[src/rtl/wb_stage_mlane.sv]
// Multi-lane write-back stage: registers MEM/WB results, extends sub-word loads,
// resolves same-rd conflicts between lanes and counts retired instructions.
module wb_stage_mlane #(
  parameter int XLEN       = 32,
  parameter int LANES      = 2,
  parameter int STALL_MODE = 0,
  parameter int CNT_W      = 64
) (
  input  logic                  clk,
  input  logic                  reset,
  input  logic                  combined_stall,
  input  logic [LANES-1:0]      in_valid,
  input  logic [LANES*XLEN-1:0] in_pc,
  input  logic [LANES*XLEN-1:0] in_rdata,
  input  logic [LANES*XLEN-1:0] in_alu,
  input  logic [LANES*5-1:0]    in_rd,
  input  logic [LANES-1:0]      in_regwrite,
  input  logic [LANES-1:0]      in_memtoreg,
  input  logic [LANES*3-1:0]    in_ldtype,
  input  logic [LANES*3-1:0]    in_boff,
  output logic [LANES-1:0]      wb_valid,
  output logic [LANES-1:0]      wb_regwrite,
  output logic [LANES*5-1:0]    wb_rd,
  output logic [LANES*XLEN-1:0] wb_wdata,
  output logic [LANES*XLEN-1:0] wb_pc,
  output logic [CNT_W-1:0]      retire_count
);

  // Offsets beyond the native word are dropped; unknown funct3 codes pass the word through.
  function automatic logic [XLEN-1:0] load_ext(input logic [XLEN-1:0] w,
                                               input logic [2:0] t,
                                               input logic [2:0] off);
    logic [2:0]      b_off, h_off, w_off;
    logic [XLEN-1:0] sh_b, sh_h, sh_w, r;
    b_off = (XLEN == 64) ? off : {1'b0, off[1:0]};
    h_off = {b_off[2:1], 1'b0};
    w_off = (XLEN == 64) ? {off[2], 2'b00} : 3'b000;
    sh_b  = w >> {b_off, 3'b000};
    sh_h  = w >> {h_off, 3'b000};
    sh_w  = w >> {w_off, 3'b000};
    r     = w;
    case (t)
      3'b000, 3'b100: begin
        r = '0;
        r[7:0] = sh_b[7:0];
        if (!t[2]) for (int k = 8; k < XLEN; k++) r[k] = sh_b[7];
      end
      3'b001, 3'b101: begin
        r = '0;
        r[15:0] = sh_h[15:0];
        if (!t[2]) for (int k = 16; k < XLEN; k++) r[k] = sh_h[15];
      end
      3'b010, 3'b110: begin
        if (XLEN == 64) begin
          r = '0;
          r[31:0] = sh_w[31:0];
          if (!t[2]) for (int k = 32; k < XLEN; k++) r[k] = sh_w[31];
        end else begin
          r = w;
        end
      end
      default: r = w;
    endcase
    return r;
  endfunction

  logic [LANES-1:0]      valid_q, regwrite_q;
  logic [LANES*5-1:0]    rd_q;
  logic [LANES*XLEN-1:0] wdata_q, pc_q;
  logic [CNT_W-1:0]      retire_q;

  logic [LANES-1:0]      valid_d, regwrite_d, want_wr;
  logic [LANES*5-1:0]    rd_d;
  logic [LANES*XLEN-1:0] wdata_d, pc_d;
  logic [CNT_W-1:0]      retire_d, pop;

  always_comb begin
    valid_d    = in_valid;
    regwrite_d = '0;
    want_wr    = '0;
    rd_d       = '0;
    wdata_d    = '0;
    pc_d       = '0;
    pop        = '0;
    for (int i = 0; i < LANES; i++) begin
      want_wr[i] = in_valid[i] & in_regwrite[i] & (in_rd[i*5 +: 5] != 5'd0);
      pop        = pop + CNT_W'(in_valid[i]);
      if (in_valid[i]) begin
        rd_d[i*5 +: 5]       = in_rd[i*5 +: 5];
        pc_d[i*XLEN +: XLEN] = in_pc[i*XLEN +: XLEN];
        wdata_d[i*XLEN +: XLEN] = in_memtoreg[i]
          ? load_ext(in_rdata[i*XLEN +: XLEN], in_ldtype[i*3 +: 3], in_boff[i*3 +: 3])
          : in_alu[i*XLEN +: XLEN];
      end
    end
    // Younger (higher-index) lane wins a same-rd write; the older lane stays valid.
    for (int i = 0; i < LANES; i++) begin
      regwrite_d[i] = want_wr[i];
      for (int j = i + 1; j < LANES; j++) begin
        if (want_wr[j] && (in_rd[j*5 +: 5] == in_rd[i*5 +: 5])) regwrite_d[i] = 1'b0;
      end
    end
    retire_d = retire_q + pop;
  end

  always_ff @(posedge clk) begin
    if (reset) begin
      valid_q    <= '0;
      regwrite_q <= '0;
      rd_q       <= '0;
      wdata_q    <= '0;
      pc_q       <= '0;
      retire_q   <= '0;
    end else if (combined_stall) begin
      if (STALL_MODE == 0) begin
        valid_q    <= '0;
        regwrite_q <= '0;
        rd_q       <= '0;
        wdata_q    <= '0;
        pc_q       <= '0;
      end
    end else begin
      valid_q    <= valid_d;
      regwrite_q <= regwrite_d;
      rd_q       <= rd_d;
      wdata_q    <= wdata_d;
      pc_q       <= pc_d;
      retire_q   <= retire_d;
    end
  end

  assign wb_valid     = valid_q;
  assign wb_regwrite  = regwrite_q;
  assign wb_rd        = rd_q;
  assign wb_wdata     = wdata_q;
  assign wb_pc        = pc_q;
  assign retire_count = retire_q;

endmodule

[config.mk]
export PLATFORM = sky130hd
export DESIGN_NAME = wb_stage_mlane
export DESIGN_NICKNAME = d
export VERILOG_FILES = /design/src/rtl/wb_stage_mlane.sv
export SDC_FILE = /design/constraint.sdc
export NUM_CORES = 1
export LEC_CHECK = 0
export CORE_AREA = 3 3 164 166
export DETAILED_ROUTE_END_ITERATION = 7
export DIE_AREA = 0 0 167 169
export PLACE_DENSITY = 0.68
export SETUP_SLACK_MARGIN = 0.1
export SYNTH_ARGS = -nofsm -noshare
export SYNTH_HDL_FRONTEND = slang
export SYNTH_SLANG_ARGS = --single-unit
export TNS_END_PERCENT = 5
[constraint.sdc]
create_clock -name clk -period 3.55 [get_ports clk]
set_input_delay 0.71 -clock clk [delete_from_list [all_inputs] [get_ports clk]]
set_output_delay 0.71 -clock clk [all_outputs]
set_load 0.02 [all_outputs]
**Word-level counts from Yosys, hierarchy flattened**

Cells that the tools add are included.
W data, S select, Z words.

- Register bits: 206
- Bits in latches: 0
- Memory bits (writable): 0
- ROM bits: 0
- Memories kept: 0

- Add/subtract/negate cells: 2
- $mul: 0
- Div/mod/pow operators: 0
- Order comparisons: 0
- Eq/ne operators: 7
- Shift-type cells: 4
- Mux-type cells: 8
- Bitwise operators: 6
- Reductions and logical operators: 13

Operators by type and width:

| kind | count |
|---|---|
| $pmux W32 S2 | 2 |
| $add A64 B2 Y64 | 1 |
| $mux W32 | 2 |
| $shr A32 B5 Y16 | 2 |
| $shr A32 B5 Y8 | 2 |
| $mux W24 | 2 |
| $mux W16 | 2 |
| $eq A3 B3 Y1 const B | 4 |
| $reduce_bool A5 Y1 | 2 |
| $reduce_or A2 Y1 | 5 |
| $reduce_or A3 Y1 | 3 |
| $eq A3 B1 Y1 const B | 2 |
| $logic_not A3 Y1 | 2 |
| $eq A5 B5 Y1 | 1 |
| $and A1 B1 Y1 | 4 |
| $add A1 B1 Y2 | 1 |
| $not A1 Y1 | 2 |
| $logic_and A1 B1 Y1 | 1 |

**Logic depth before layout (Yosys ltp)**

- Word-level depth: 4
- Gate-level depth with buffers: 11
- Depth with buffers taken out: 9

**Worst setup path after synthesis**

No wires, ideal clock.

- Kind: input -> register
- Start: in in_valid[0]
- End: reg retire_q[62] (netlist: retire_count[62])
- Library setup time: 0.071 ns
- Arrival time: 3.033 ns
- Data required time: 3.479 ns
- Slack: 0.446 ns
- Cell stages on the path: 10
- Buffers on the path: 1
- Cell sequence: clkbuf_1 > inv_1 > fa_1 > inv_1 > ha_1 > nand4b_4 > nor4_4 > nand4_2 > or4_1 > a21oi_1

- Longest elaborated chain between the ends: 2

Ends and longest elaborated chain:

| item | RTL line | text |
|---|---|---|
| from (decl) | 12 | `input logic [LANES-1:0] in_valid,` |
| $add A1 B1 Y2 | 87 | `pop = pop + CNT_W'(in_valid[i]);` |
| $add A64 B2 Y64 | 103 | `retire_d = retire_q + pop;` |
| to (signal assigned) | 128 | `retire_q <= retire_d;` |
| to (decl) | 70 | `logic [CNT_W-1:0] retire_q;` |

Every way passes these cells.
A chain may end at the register's enable or synchronous reset.

**Worst setup path after layout**

- Start: in in_valid[1]
- End: reg retire_q[62] (netlist: retire_count[62])

Same word-level chain as after synthesis.

==> qor.yml <==
status:
  status: "finished, final reports clean"
clock_network:
  cts.sinks: 206
  postCtsSetupBuffers: 0
  cts_root_buffer: "clkbuf_16"
  cts_hold_buf: 0
  cts.path.max_buffers: 3
  cts_resized: 0
  cts_inserted_buffers: 24
  htree_levels: 1
  clkSlewWorstSetupHoldPaths_ns: 0.06
  clk_latency_ns: 0.52
  cts_tree: "done"
routing:
  first_iter_violations: 737
  route.detailed.drc: 0
  wl_mm: 32.2
  wire_per_inst_um: 18.9
  viasPerCell: 5.05
  dr.pass1.iters: 5
  vias: 8628
  antenna_left: 0
sta:
  tightestPinTransition_ns: 0.712
  setup_viol: 0
  min_period_over_period_pct: 86.5
  fmax_ghz: 0.326
  rsz0062_at_grt: "false"
  slew_headroom_pct: 52.6
  fin_setup_tns_ns: 0
  slew_viol_final: 0
  finClkSkew_ns: 0.0128
  finalHoldViolCount: 0
  fin_crit_ns: 3.07
yosys:
  syn-num-nets: 1165
  yosysSeqAreaShare_pct: 48.4
  synth_area_sq_um: 8520
  synthDistinctLibCells: 57
  synth_top_cell_area_share_pct: 48.4
  synth-edff-count: 0
  synth-seq-cells: 206
  yosysTopAreaCell: "dfxtp_1"
  synthFlopType: "dfxtp_1"
  yosysWarnings: 0
  syn-mean-instance-area_sq_um: 9.06
  netlist_instances: 940
  netlist_top_cells_area: "dfxtp_1 (48%), and3_1 (6.0%), a21oi_1 (5.8%)"
  async_flop_share_pct: 0
finish:
  final_cell_mix: "clkdlybuf4s50_1 (425), dfxtp_1 (206), a21oi_1 (99)"
  syn2layout_area_growth_pct: 64.1
  final_common_cell: "clkdlybuf4s50_1"
  post_route_cells_drive_above_1_share_pct: 7.65
  nNetsFinal: 1581
  post-route-util_pct: 54.2
power:
  ir_worst_vdd_v: 0.000331
  leakagePower_uw: 0.00534
  p_per_area_nw_per_um2: 400
hold_path:
  hold_start: "retire_count[63]"
  holdPathEnd: "retire_count[63]"
  hold_depth: 2
  hold_class: "reg -> reg"
global_routing:
  antenna_found_initial: 2
  grt_pass1_vias: 8420
  grt_pass1_wl_mm: 48.3
  grtUsageTotal_pct: 21.4
  grt_start_max_net_pins: 68
  gr-total-overflow: 0
placed_design:
  dp_hpwl_mm: 24.9
  place_congestion: 0.905
  portBuffers: 426
worst_setup_path:
  reg2reg_to: "retire_count[62]"
  r2r-start: "retire_count[0]"
  arrival_ns: 3.52
  worstRegToRegCells: 9
  critPathCaptureType: "flop"
  path_max_fanout: 5
  path_class: "in -> reg"
  critPathRequiredTime_ns: 4.00
  reg2reg_slack_ns: 0.84
  start_kind: "input pin"
floorplanning:
  core_area_sq_um: 25800
  die_area_sq_um: 28200
  row_count: 59
  start_util_pct: 33.1
  die_x_um: 167
  ioPinCount: 429
  die_y_um: 169
flow_run:
  drv_cap: 0
## sequential cells by signal, summed over array words and instances, names as in the netlist
name	flops
retire_count	64
wb_regwrite	2
wb_pc	64
wb_wdata	64
wb_rd	10
wb_valid	2
## layer usage
metal | vias to the layer above | part of all wire (%) | track usage, %
met4 | 2 | 4.4 | 9.04
met1 | 3976 | 38 | 24.6
met2 | 372 | 48 | 36.8
met3 | 67 | 9.0 | 6.82
met5 | - | 0.047 | 0
li1 | 4211 | - | -
## Yosys cell counts, types with 2 or more instances
cell / count
dfxtp_1: 206
a21oi_1: 99
and3_1: 81
nand2_1: 76
clkbuf_1: 61
nor2_1: 61
o21ai_0: 44
nand3_1: 26
mux2_2: 24
nand4_1: 20
nand2b_1: 19
or3_1: 19
or4_1: 18
mux2i_1: 17
xor2_1: 17
nor2b_1: 16
o31ai_1: 16
inv_1: 15
o221ai_1: 13
xnor2_1: 13
a2bb2oi_1: 7
and4_1: 6
a211oi_1: 5
a32oi_1: 5
o21ai_1: 5
buf_2: 4
nor3_1: 4
a31oi_1: 3
nor4_1: 3
o211ai_1: 3
mux4_2: 2
nand4b_1: 2
o22a_1: 2
o22ai_1: 2
o31a_1: 2
o41ai_1: 2
or2_2: 2
## cells by family after synthesis
logic type	Yosys count	synth area share (%)
and+or+nand+nor	367	24.1
AOI/OAI and AO/OA	210	14.6
DFF	206	48.4
buffers and inverters	82	3.76
muxes	43	5.70
xor gates and xnor gates	30	3.09
adders and majority gates	2	0.382
## power by group
group | internal (uW) | switching [uW]
registers | 2360 | 15.3
clock network | 1500 | 974
logic | 410 | 329
total | 4270 | 1320
## layout make-up
type | count | area, sq um
Antenna cell | 1 | 2.50
Fill cell | 2295 | 11800
Inverter | 16 | 60.1
Tap cell | 335 | 419
Clock inverter | 7 | 96.3
Multi-Input combinational cell | 652 | 4080
Timing Repair Buffer | 456 | 4500
Sequential cell | 206 | 4120
Clock buffer | 36 | 696
## worst max path at each step
stage | startpoint | to | depth (start not counted)
2_1_floorplan | in_valid[0] | retire_count[62] | 10
3_3_place_gp | in_valid[1] | retire_count[62] | 10
3_5_place_dp | in_valid[1] | retire_count[62] | 10
4_1_cts | in_valid[1] | retire_count[62] | 10
5_1_grt | in_valid[1] | retire_count[58] | 10
6_report | in_valid[1] | retire_count[62] | 10
## through the flow
step	cell area, sq um	power [uW]	worst slack, ns	cells	hold slack (ns)
2_1_floorplan	8520	2720	0.446	940	0.551
3_3_place_gp	13200	3160	-0.0173	1665	0.465
3_5_place_dp	13200	3160	-0.0596	1665	0.475
4_1_cts	14000	5660	0.487	1708	0.483
5_1_grt	14000	5800	0.344	1708	0.497
6_report	14000	5590	0.479	1709	0.483
## worst max-delay path: stages
cell	delay (ns)
clkdlybuf4s50_1	0.51
inv_1	0.07
fa_1	0.49
inv_1	0.09
ha_1	0.21
nand4b_4	0.15
nor4_4	0.37
nand4_2	0.21
or4_1	0.55
a21oi_1	0.15
No activity file was read; power rests on OpenSTA's default activity.
